**src/rtl/regfile_wb_arbiter_if.sv**
```systemverilog
// Purpose: bundles the writeback requester handshakes and the register-file write port.
// Latency: none (wires only); the arbiter adds one cycle from grant to register-file write.
// Backpressure: req_ready is the per-requester grant; a requester holds valid/reg/data until granted.
interface regfile_wb_arbiter_if #(
    parameter int NUM_REQ = 3,
    parameter int DATA_W  = 32,
    parameter int ADDR_W  = 5,
    parameter int CNT_W   = 16
);
    localparam int ID_W = (NUM_REQ > 1) ? $clog2(NUM_REQ) : 1;

    // Requester side: one lane per requester, packed lane i at [i*W +: W].
    logic [NUM_REQ-1:0]        req_valid;
    logic [NUM_REQ-1:0]        req_ready;
    logic [NUM_REQ*ADDR_W-1:0] req_reg;
    logic [NUM_REQ*DATA_W-1:0] req_data;

    // Register-file write port and debug outputs.
    logic                      regWrite;
    logic [ADDR_W-1:0]         writeReg;
    logic [DATA_W-1:0]         writeData;
    logic [ID_W-1:0]           grant_id;
    logic [CNT_W-1:0]          conflict_cnt;

    // Requesters and register-file observer.
    modport master (
        output req_valid,
        output req_reg,
        output req_data,
        input  req_ready,
        input  regWrite,
        input  writeReg,
        input  writeData,
        input  grant_id,
        input  conflict_cnt
    );

    // The arbiter itself.
    modport slave (
        input  req_valid,
        input  req_reg,
        input  req_data,
        output req_ready,
        output regWrite,
        output writeReg,
        output writeData,
        output grant_id,
        output conflict_cnt
    );
endinterface

```
**src/rtl/regfile_wb_arbiter.sv**
```systemverilog
// Purpose: round-robin arbiter sharing one register-file write port among NUM_REQ writeback requesters.
// Latency: 1 cycle from valid&ready to regWrite; sustains one write per cycle.
// Backpressure: combinational one-hot req_ready; losers simply stay pending with inputs held.
// Build option: define REGFILE_ARB_FIXED_PRIO_EN for fixed priority (requester 0 highest).
module regfile_wb_arbiter #(
    parameter int NUM_REQ = 3,
    parameter int DATA_W  = 32,
    parameter int ADDR_W  = 5,
    parameter int CNT_W   = 16
) (
    input  logic                 clk,
    input  logic                 rst_n,
    regfile_wb_arbiter_if.slave  wb
);
    localparam int              ID_W     = (NUM_REQ > 1) ? $clog2(NUM_REQ) : 1;
    localparam int              LAST     = NUM_REQ - 1;
    localparam logic [ID_W-1:0] LAST_IDX = LAST[ID_W-1:0];
    localparam logic [ID_W:0]   NREQ_W   = NUM_REQ[ID_W:0];

    // Round-robin pointer: the requester scanned first in the current cycle.
    logic [ID_W-1:0]    ptr_q;
    logic [ID_W-1:0]    ptr_d;

    // Registered write stage driving the register file directly.
    logic               wr_en_q;
    logic               wr_en_d;
    logic [ADDR_W-1:0]  wr_reg_q;
    logic [ADDR_W-1:0]  wr_reg_d;
    logic [DATA_W-1:0]  wr_data_q;
    logic [DATA_W-1:0]  wr_data_d;
    logic [ID_W-1:0]    wr_id_q;
    logic [ID_W-1:0]    wr_id_d;

    // Saturating contention counter.
    logic [CNT_W-1:0]   cnt_q;
    logic [CNT_W-1:0]   cnt_d;

    // Arbitration results.
    logic [NUM_REQ-1:0] gnt_vec;
    logic               gnt_found;
    logic [ID_W-1:0]    gnt_idx;
    logic [ID_W:0]      scan_idx;
    logic               xfer;
    logic               multi_vld;

    // Selected requester payload.
    logic [ADDR_W-1:0]  sel_reg;
    logic [DATA_W-1:0]  sel_data;

    // Scan upward from the pointer, wrapping modulo NUM_REQ; first valid requester wins.
    always_comb begin
        gnt_vec   = '0;
        gnt_found = 1'b0;
        gnt_idx   = '0;
        scan_idx  = '0;
        for (int k = 0; k < NUM_REQ; k++) begin
            scan_idx = {1'b0, ptr_q} + k[ID_W:0];
            if (scan_idx >= NREQ_W) begin
                scan_idx = scan_idx - NREQ_W;
            end
            if (!gnt_found && wb.req_valid[scan_idx[ID_W-1:0]]) begin
                gnt_found = 1'b1;
                gnt_idx   = scan_idx[ID_W-1:0];
                gnt_vec[scan_idx[ID_W-1:0]] = 1'b1;
            end
        end
    end

    // Grant is suppressed while reset is asserted so nothing is consumed during reset.
    assign wb.req_ready = gnt_vec & {NUM_REQ{rst_n}};
    assign xfer         = gnt_found & rst_n;

    // One-hot mux of the granted requester's destination index and data.
    always_comb begin
        sel_reg  = '0;
        sel_data = '0;
        for (int i = 0; i < NUM_REQ; i++) begin
            if (gnt_vec[i]) begin
                sel_reg  = sel_reg  | wb.req_reg[i*ADDR_W +: ADDR_W];
                sel_data = sel_data | wb.req_data[i*DATA_W +: DATA_W];
            end
        end
    end

    // Pointer moves past the winner on a transfer only; fixed-priority build pins it at 0.
    always_comb begin
`ifdef REGFILE_ARB_FIXED_PRIO_EN
        ptr_d = '0;
`else
        ptr_d = ptr_q;
        if (xfer) begin
            ptr_d = (gnt_idx == LAST_IDX) ? '0 : gnt_idx + 1'b1;
        end
`endif
    end

    // Latch the winning write; x0 is consumed and latched but never enables the write.
    always_comb begin
        wr_en_d   = 1'b0;
        wr_reg_d  = wr_reg_q;
        wr_data_d = wr_data_q;
        wr_id_d   = wr_id_q;
        if (xfer) begin
            wr_en_d   = (sel_reg != '0);
            wr_reg_d  = sel_reg;
            wr_data_d = sel_data;
            wr_id_d   = gnt_idx;
        end
    end

    // Two or more simultaneous requests count as one contention cycle; counter sticks at max.
    assign multi_vld = |(wb.req_valid & (wb.req_valid - 1'b1));

    // Saturating increment of the contention counter.
    always_comb begin
        cnt_d = cnt_q;
        if (multi_vld && (cnt_q != '1)) begin
            cnt_d = cnt_q + 1'b1;
        end
    end

    // State registers; reset discards any in-flight write.
    always_ff @(posedge clk or negedge rst_n) begin
        if (!rst_n) begin
            ptr_q     <= '0;
            wr_en_q   <= 1'b0;
            wr_reg_q  <= '0;
            wr_data_q <= '0;
            wr_id_q   <= '0;
            cnt_q     <= '0;
        end else begin
            ptr_q     <= ptr_d;
            wr_en_q   <= wr_en_d;
            wr_reg_q  <= wr_reg_d;
            wr_data_q <= wr_data_d;
            wr_id_q   <= wr_id_d;
            cnt_q     <= cnt_d;
        end
    end

    assign wb.regWrite     = wr_en_q;
    assign wb.writeReg     = wr_reg_q;
    assign wb.writeData    = wr_data_q;
    assign wb.grant_id     = wr_id_q;
    assign wb.conflict_cnt = cnt_q;
endmodule
```
**src/flat_wrapper.sv**
```systemverilog
// flat-port wrapper written by rule: the top's interface ports become plain ports
module regfile_wb_arbiter_flat 
#(
    parameter int NUM_REQ = 3,
    parameter int DATA_W  = 32,
    parameter int ADDR_W  = 5,
    parameter int CNT_W   = 16
)
  (clk, rst_n, wb_req_valid, wb_req_reg, wb_req_data, wb_req_ready, wb_regWrite, wb_writeReg, wb_writeData, wb_grant_id, wb_conflict_cnt);
  regfile_wb_arbiter_if #(.NUM_REQ(NUM_REQ), .DATA_W(DATA_W), .ADDR_W(ADDR_W), .CNT_W(CNT_W)) wb_i ();
  input  logic clk;
  input  logic rst_n;
  input wire logic [$bits(wb_i.req_valid)-1:0] wb_req_valid;
  input wire logic [$bits(wb_i.req_reg)-1:0] wb_req_reg;
  input wire logic [$bits(wb_i.req_data)-1:0] wb_req_data;
  output wire logic [$bits(wb_i.req_ready)-1:0] wb_req_ready;
  output wire logic [$bits(wb_i.regWrite)-1:0] wb_regWrite;
  output wire logic [$bits(wb_i.writeReg)-1:0] wb_writeReg;
  output wire logic [$bits(wb_i.writeData)-1:0] wb_writeData;
  output wire logic [$bits(wb_i.grant_id)-1:0] wb_grant_id;
  output wire logic [$bits(wb_i.conflict_cnt)-1:0] wb_conflict_cnt;
  assign wb_i.req_valid = wb_req_valid;
  assign wb_i.req_reg = wb_req_reg;
  assign wb_i.req_data = wb_req_data;
  assign wb_req_ready = wb_i.req_ready;
  assign wb_regWrite = wb_i.regWrite;
  assign wb_writeReg = wb_i.writeReg;
  assign wb_writeData = wb_i.writeData;
  assign wb_grant_id = wb_i.grant_id;
  assign wb_conflict_cnt = wb_i.conflict_cnt;
  regfile_wb_arbiter #(.NUM_REQ(NUM_REQ), .DATA_W(DATA_W), .ADDR_W(ADDR_W), .CNT_W(CNT_W)) u_core (.clk(clk), .rst_n(rst_n), .wb(wb_i));
endmodule
```
**config.mk**
```make
export PLATFORM = sky130hd
export DESIGN_NAME = regfile_wb_arbiter_flat
export DESIGN_NICKNAME = d
export VERILOG_FILES = /design/src/rtl/regfile_wb_arbiter_if.sv /design/src/rtl/regfile_wb_arbiter.sv /design/src/flat_wrapper.sv
export SDC_FILE = /design/constraint.sdc
export NUM_CORES = 1
export LEC_CHECK = 0
export CORE_ASPECT_RATIO = 0.9
export CORE_UTILIZATION = 36
export CTS_BUF_LIST = sky130_fd_sc_hd__clkbuf_8
export CTS_CLUSTER_DIAMETER = 200
export DETAILED_ROUTE_END_ITERATION = 8
export GPL_ROUTABILITY_DRIVEN = 0
export GPL_TIMING_DRIVEN = 0
export MAX_ROUTING_LAYER = met4
export PLACE_DENSITY = 0.79
export RECOVER_POWER = 25
export REMOVE_ABC_BUFFERS = 1
export SLEW_MARGIN = 20
export SYNTH_ARGS = -nofsm -noshare
export SYNTH_HDL_FRONTEND = slang
export SYNTH_SLANG_ARGS = --single-unit
```
**constraint.sdc**
```tcl
create_clock -name clk -period 2.9 [get_ports clk]
set_clock_uncertainty 0.2 [all_clocks]
set_input_delay 0.58 -clock clk [delete_from_list [all_inputs] [get_ports clk]]
set_output_delay 0.58 -clock clk [all_outputs]
set_load 0.005 [all_outputs]
```
---- Word level (Yosys, flattened, before mapping) ----
Index checks and enable logic that the tools add are counted.
word-level totals
  bits in registers ....................... 58
  logic and storage cells ................. 76
cells by class
  eq/ne operators ......................... 2
  order comparisons ....................... 9
  reduce and logical (&&, ||, !) cells .... 10
  bitwise operators ....................... 9
  multiplexer cells ....................... 32
  add/subtract/negate cells ............... 8
operators with widths
  kind                                                                count
  two-way mux 32 bit                                                  3
  bitwise OR 32 bit                                                   2
  adder 16 x 1 -> 16 bit (second input constant)                      1
  != test 16 bit (second input constant)                              1
  two-way mux 5 bit                                                   3
  two-way mux 2 bit                                                   7
  two-way mux 1 bit                                                   10
  bitwise OR 5 bit                                                    2
  < comparator 2 x 3 -> 1 bit (second input constant)                 3
  two-way mux 3 bit                                                   3
  bitwise AND 3 bit                                                   2
  binary-select mux 1 bit (select 2 bit)                              3
  demux 1 bit (select 2 bit)                                          3
  greater-or-equal comparator 2 x 1 -> 1 bit (second input constant)  3
  greater-or-equal comparator 3 x 2 -> 1 bit (second input constant)  2
  logical AND 1 bit                                                   6
  bitwise OR 3 bit                                                    2
  subtractor 2 bit (second input constant)                            3
  nonzero test 5 bit                                                  1
  adder 2 x 1 -> 3 bit (second input constant)                        1
  adder 2 x 2 -> 3 bit (second input constant)                        1
  OR reduction 3 bit                                                  1
  subtractor 3 x 1 -> 3 bit (second input constant)                   1
  adder 2 x 1 -> 2 bit (second input constant)                        1
  4 further kinds                                                     5

---- Longest topological paths before layout ----
  depth in word-level cells ............... 18
  mapped depth ............................ 11

---- Least setup slack after synthesis ----
OpenSTA, ideal clock, no wires.
  kind .................................... register to output
  from .................................... register u_core.ptr_q[0]
  to ...................................... output port wb_req_ready[2]
  cell stages (with the launch flop) ...... 10
  data arrival time ....................... 2087 ps
  required time ........................... 2120 ps
  slack ................................... 33 ps
  cell sequence ........................... dfrtp_1 inv_1 ha_1 buf_2 nand2_1 o21a_1 a31oi_1 clkbuf_1 clkbuf_1 and2_1
between the ends
  longest elaborated chain between the ends .. 12
  elaborated cells between the ends (all ways) .. 44
ends and longest elaborated chain
  element                                                                        line                       source
  start, declared                                                                regfile_wb_arbiter.sv:21   logic [ID_W-1:0] ptr_q;
  start signal, assigned                                                         regfile_wb_arbiter.sv:132  ptr_q <= ptr_d;
  adder 2 x 1 -> 3 bit (tied with other cells)                                   regfile_wb_arbiter.sv:57   scan_idx = {1'b0, ptr_q} + k[ID_W:0];
  greater-or-equal comparator 3 x 2 -> 1 bit (tied with other cells)             regfile_wb_arbiter.sv:58   if (scan_idx >= NREQ_W) begin
  two-way mux 2 bit (tied with other cells)                                      regfile_wb_arbiter.sv:58
  < comparator 2 x 3 -> 1 bit (not written as such) (tied with other cells)      regfile_wb_arbiter.sv:64   gnt_vec[scan_idx[ID_W-1:0]] = 1'b1;
  logical AND 1 bit (not written as such) (tied with other cells)                regfile_wb_arbiter.sv:64
  two-way mux 1 bit (not written as such) (tied with other cells)                regfile_wb_arbiter.sv:64
  demux 1 bit (select 2 bit) (tied with other cells)                             n/a
  bitwise OR 3 bit (no source line) / two-way mux 1 bit (equally long branches)  n/a
  two-way mux 3 bit / zero test 1 bit (equally long branches)                    regfile_wb_arbiter.sv:61   if (!gnt_found && wb.req_valid[scan_idx[ID_W-1:0]]) begin
  bitwise OR 3 bit (no source line) / logical AND 1 bit (equally long branches)  n/a
  two-way mux 3 bit (*)                                                          regfile_wb_arbiter.sv:61
  bitwise AND 3 bit (*)                                                          regfile_wb_arbiter.sv:70   assign wb.req_ready = gnt_vec & {NUM_REQ{rst_n}};
  end, declared                                                                  flat_wrapper.sv:16         output wire logic [$bits(wb_i.req_ready)-1:0] wb_req_ready;
Mark *: on every way between the ends. The rest lies on a longest branch, timed or not. The select of a mux whose other input is x is not followed.

---- Worst setup path in the final report ----
  from .................................... register u_core.ptr_q[0]
  to ...................................... output port wb_req_ready[1]
The elaborated chain is that of the path after synthesis.

==> impl_metrics.yaml <==
run_status:
  outcome: "finished, final reports clean"
power:
  power_switching_share: 0.388
  sequentialPowerShare: 0.223
  worst_ir_drop_vdd_mv: 0.544
  power_frac_comb: 0.662
  power.density_cell_area_mw_per_mm2: 1130
  p_total_w: 0.00628
  clockPowerShare: 0.116
  p_leak_nw: 2.24
  net-switching-power_w: 0.00244
  cell_internal_power_w: 0.00384
yosys:
  synth.lib_cells_used.distinct: 50
  synth_top_family_by_area: "compound AO/OA/AOI/OAI gates"
  synthAdderAreaFrac: 0.0236
  synth_enable_flop_cells: 0
  yosys.area.top_type: "sky130_fd_sc_hd__dfrtp_1"
  muxShareOfSynthArea: 0.0302
  synth_seq_cells: 58
  synth_async_sr_flop_share: 1.00
  synth_xor_xnor_area_share: 0.0428
  synth.cell_area_mm2: 0.00307
  synthSimpleGateAreaFrac: 0.123
  ys_seq_area_frac: 0.473
  synth.avg_cell_area_um2: 10.2
  synth_top_cell_area_share: 0.473
  most_area_consuming_cells_after_synthesis: "sky130_fd_sc_hd__dfrtp_1, sky130_fd_sc_hd__a222oi_1, sky130_fd_sc_hd__a21oi_1"
  synth-compound-area-share: 0.263
  synth.yosys.warnings: 0
  post_synth_inst_count: 302
  dominantRegCellSynth: "sky130_fd_sc_hd__dfrtp_1"
setup_path:
  rr_endpoint: "u_core.wb.regWrite$_DFF_PN0_"
  timing.critical_path.depth: 8
  critical_path.endpoint: "wb_req_ready[1]"
  setup.worst_path.start_class: "flip-flop"
  worstSetupEndpointType: "output pin"
  worstSetupStartpoint: "u_core.ptr_q[0]$_DFFE_PN0P_"
  timing.reg2reg.worst_path_depth: 9
  path_cells: "ha_4, mux2i_4, o21ai_4, buf_12, nor3_4, a22o_4, and2_4, buf_6"
  critical_path.reg2reg.startpoint: "u_core.ptr_q[1]$_DFFE_PN0P_"
  critical_path_class: "flip-flop to output pin"
  arrival_worst_endpoint_ns: 2.10
  data_required_time_at_the_worst_endpoint_ns: 2.12
  crit_slowest_cell: "sky130_fd_sc_hd__dfrtp_2"
  worst-path-buf-inv: 2
  crit_family: "flip-flops"
  crit_fanout: 5
  critPathMaxStageDelay_ns: 0.48
  flop2flop_setup_slack_ns: 0.06
floorplanning:
  die_area_mm2: 0.00890
  placement_rows: 31
  die_w_um: 99.4
  die_h_um: 89.6
  core_area_mm2: 0.00815
  count_of_pins_on_the_block_boundary: 175
  floorplan.initialDensity: 0.377
worst_hold_path:
  min_path_type: "flip-flop to flip-flop"
global_routing:
  vias_in_the_first_global_route: 3234
  grt_antenna_before_repair: 0
  grt-ovfl-total: 0
  grt_use_total: 0.257
  grt_first_pass_wirelength_um: 16700
  maximum_number_of_pins_on_one_net_before_global_route_repair: 61
layout:
  antenna_cells_inserted: 0
  design.final.nets: 621
  drive_gt1_frac: 0.169
  layout-area-overhead-vs-synth_pct: 80.9
run:
  maxCapViolations: 0
detailed_routing:
  postRouteWirelength_um: 11300
  avgRoutedWirePerCell_um: 18.8
  drt_pass1_iterations: 6
  vias: 3391
  viasPerCell: 5.62
  route.detailed.drc: 0
  detailedRoute.firstIterationViolations: 280
  drtAntennaViolNets: 0
sta:
  final.setup.tns_ns: 0
  timing.final.crit_share: 0.993
  worst_pin_slew_ns: 0.528
  drv_slew: 0
  max_freq_mhz: 347
  setup-violations-final: 0
  period_needed_ns: 2.88
  final-hold-violation-count: 0
  slew_headroom: 0.645
  grt_setup_unrepaired: "true"
  whs_ns: 0.304
placement:
  dp.final_hpwl_um: 7200
  port-buffer-count: 174
clocking:
  cts-buffers-inserted: 9
  clk_pin_slew_ns: 0.06
  tritoncts: "yes"
  worst_skew_pair.late_latency_ns: 0.33
  clock_tree.root_cell: "sky130_fd_sc_hd__clkbuf_8"
  cts.sinks: 58
  htree_num_levels: 3
  cts_buffer_depth: 2
==> cell usage after synthesis, types with 3 or more instances <==
library cell,n
sky130_fd_sc_hd__nand4_1,5
sky130_fd_sc_hd__nand3_1,6
sky130_fd_sc_hd__nor2_1,40
sky130_fd_sc_hd__and3_1,4
sky130_fd_sc_hd__dfrtp_1,58
sky130_fd_sc_hd__buf_2,11
sky130_fd_sc_hd__a221o_1,3
sky130_fd_sc_hd__xor2_1,4
sky130_fd_sc_hd__a21oi_1,35
sky130_fd_sc_hd__ha_1,5
sky130_fd_sc_hd__a222oi_1,34
sky130_fd_sc_hd__inv_1,6
sky130_fd_sc_hd__xnor2_1,11
sky130_fd_sc_hd__o21bai_1,3
sky130_fd_sc_hd__mux2_2,5
sky130_fd_sc_hd__clkbuf_1,12
sky130_fd_sc_hd__and2_1,4
sky130_fd_sc_hd__nand2_1,10
sky130_fd_sc_hd__o211ai_1,3
sky130_fd_sc_hd__o21a_1,3
sky130_fd_sc_hd__o21ai_0,3
==> area by class of cell <==
cell class,count,area (µm²)
Multi-Input combinational cell,215,1660
Inverter,7,28.8
Tap cell,99,124
Sequential cell,58,1450
Fill cell,625,2590
Clock inverter,5,56.3
Clock buffer,10,138
Timing Repair Buffer,209,2100
==> cells in the final DEF (no fill, tap or decap), types with 4 or more instances in the layout <==
| cell type | synthesis | routed |
|---|---|---|
| sky130_fd_sc_hd__mux2_2 | 5 | 4 |
| sky130_fd_sc_hd__nand4_1 | 5 | 5 |
| sky130_fd_sc_hd__clkbuf_8 | 0 | 10 |
| sky130_fd_sc_hd__nand3_1 | 6 | 6 |
| sky130_fd_sc_hd__ha_4 | 0 | 4 |
| sky130_fd_sc_hd__a222oi_1 | 34 | 34 |
| sky130_fd_sc_hd__buf_4 | 0 | 26 |
| sky130_fd_sc_hd__and3_1 | 4 | 4 |
| sky130_fd_sc_hd__inv_1 | 6 | 5 |
| sky130_fd_sc_hd__xnor2_1 | 11 | 11 |
| sky130_fd_sc_hd__dfrtp_1 | 58 | 57 |
| sky130_fd_sc_hd__nand2_1 | 10 | 10 |
| sky130_fd_sc_hd__buf_6 | 1 | 6 |
| sky130_fd_sc_hd__a21oi_1 | 35 | 35 |
| sky130_fd_sc_hd__xor2_1 | 4 | 4 |
| sky130_fd_sc_hd__clkdlybuf4s50_1 | 0 | 167 |
| sky130_fd_sc_hd__nor2_1 | 40 | 40 |
==> kinds of logic (layout without fill, tap and decap cells) <==
group	after synthesis	count (layout)
xor+xnor	15	15
compound gates	104	106
fa+ha+maj	6	6
buf+inv	31	231
simple gates	80	80
flops	58	58
mux	8	8
==> metrics by stage <==
stage          cell area [µm²]  std cells  setup WS (ns)  utilization
6_report                  5550        603         0.0196        0.682
5_1_grt                   5550        603        -0.0622        0.682
4_1_cts                   5470        598         0.0130        0.672
3_5_place_dp              4910        554          -1.31        0.603
3_3_place_gp              4820        551          -2.92        0.592
2_1_floorplan             2960        278         -0.758            -
==> what timing repair did <==
item,in CTS,in global routing
gates cloned,3,0
pin swaps,11,11
buffers inserted,25,5
hold buffers,1,0
endpoints found under the hold margin,26,0
gates resized for setup,43,9
endpoints found under the setup margin,41,4
==> power groups by stage <==
| stage | registers [W] | clock network [W] | logic, W |
|---|---|---|---|
| after CTS | 0.00140 | 0.000747 | 0.00400 |
| after detailed placement | 0.00140 | 0 | 0.00316 |
| after floorplan | 0.00141 | 0 | 0.00163 |
| final | 0.00140 | 0.000726 | 0.00416 |
| after global routing | 0.00145 | 0.000791 | 0.00445 |
| after global placement | 0.00138 | 0 | 0.00299 |
==> how the worst min path moves through the flow <==
| stage | cells after the start | startpoint | endpoint | slack (ns) |
|---|---|---|---|---|
| 4_1_cts | 1 | u_core.wb.grant_id[1]$_DFFE_PN0P_ | u_core.wb.grant_id[1]$_DFFE_PN0P_ | 0.30 |
| 5_1_grt | 1 | u_core.wb.writeReg[4]$_DFFE_PN0P_ | u_core.wb.writeReg[4]$_DFFE_PN0P_ | 0.32 |
| 2_1_floorplan | 0 | rst_n | u_core.ptr_q[0]$_DFFE_PN0P_ | 0.08 |
| 3_5_place_dp | 1 | u_core.wb.grant_id[1]$_DFFE_PN0P_ | u_core.wb.grant_id[1]$_DFFE_PN0P_ | 0.29 |
| 3_3_place_gp | 1 | u_core.wb.grant_id[1]$_DFFE_PN0P_ | u_core.wb.grant_id[1]$_DFFE_PN0P_ | 0.27 |
| 6_report | 1 | u_core.wb.grant_id[1]$_DFFE_PN0P_ | u_core.wb.grant_id[1]$_DFFE_PN0P_ | 0.30 |
==> flip-flops by register name, indices dropped and copies added, names as in the netlist <==
name and flops:
u_core.wb.writeReg 5, u_core.wb.regWrite 1, u_core.wb.writeData 32, u_core.wb.grant_id 2, u_core.ptr_q 2, u_core.wb.conflict_cnt 16
==> layer usage <==
layer | part of all wire | vias up | global-route usage
li1 | - | 1572 | -
met3 | 0.067 | 28 | 0.0766
met5 | 0 | - | -
met4 | 0.024 | 0 | 0.100
met2 | 0.52 | 158 | 0.451
met1 | 0.39 | 1633 | 0.278
No activity file was read; power rests on OpenSTA's default activity.
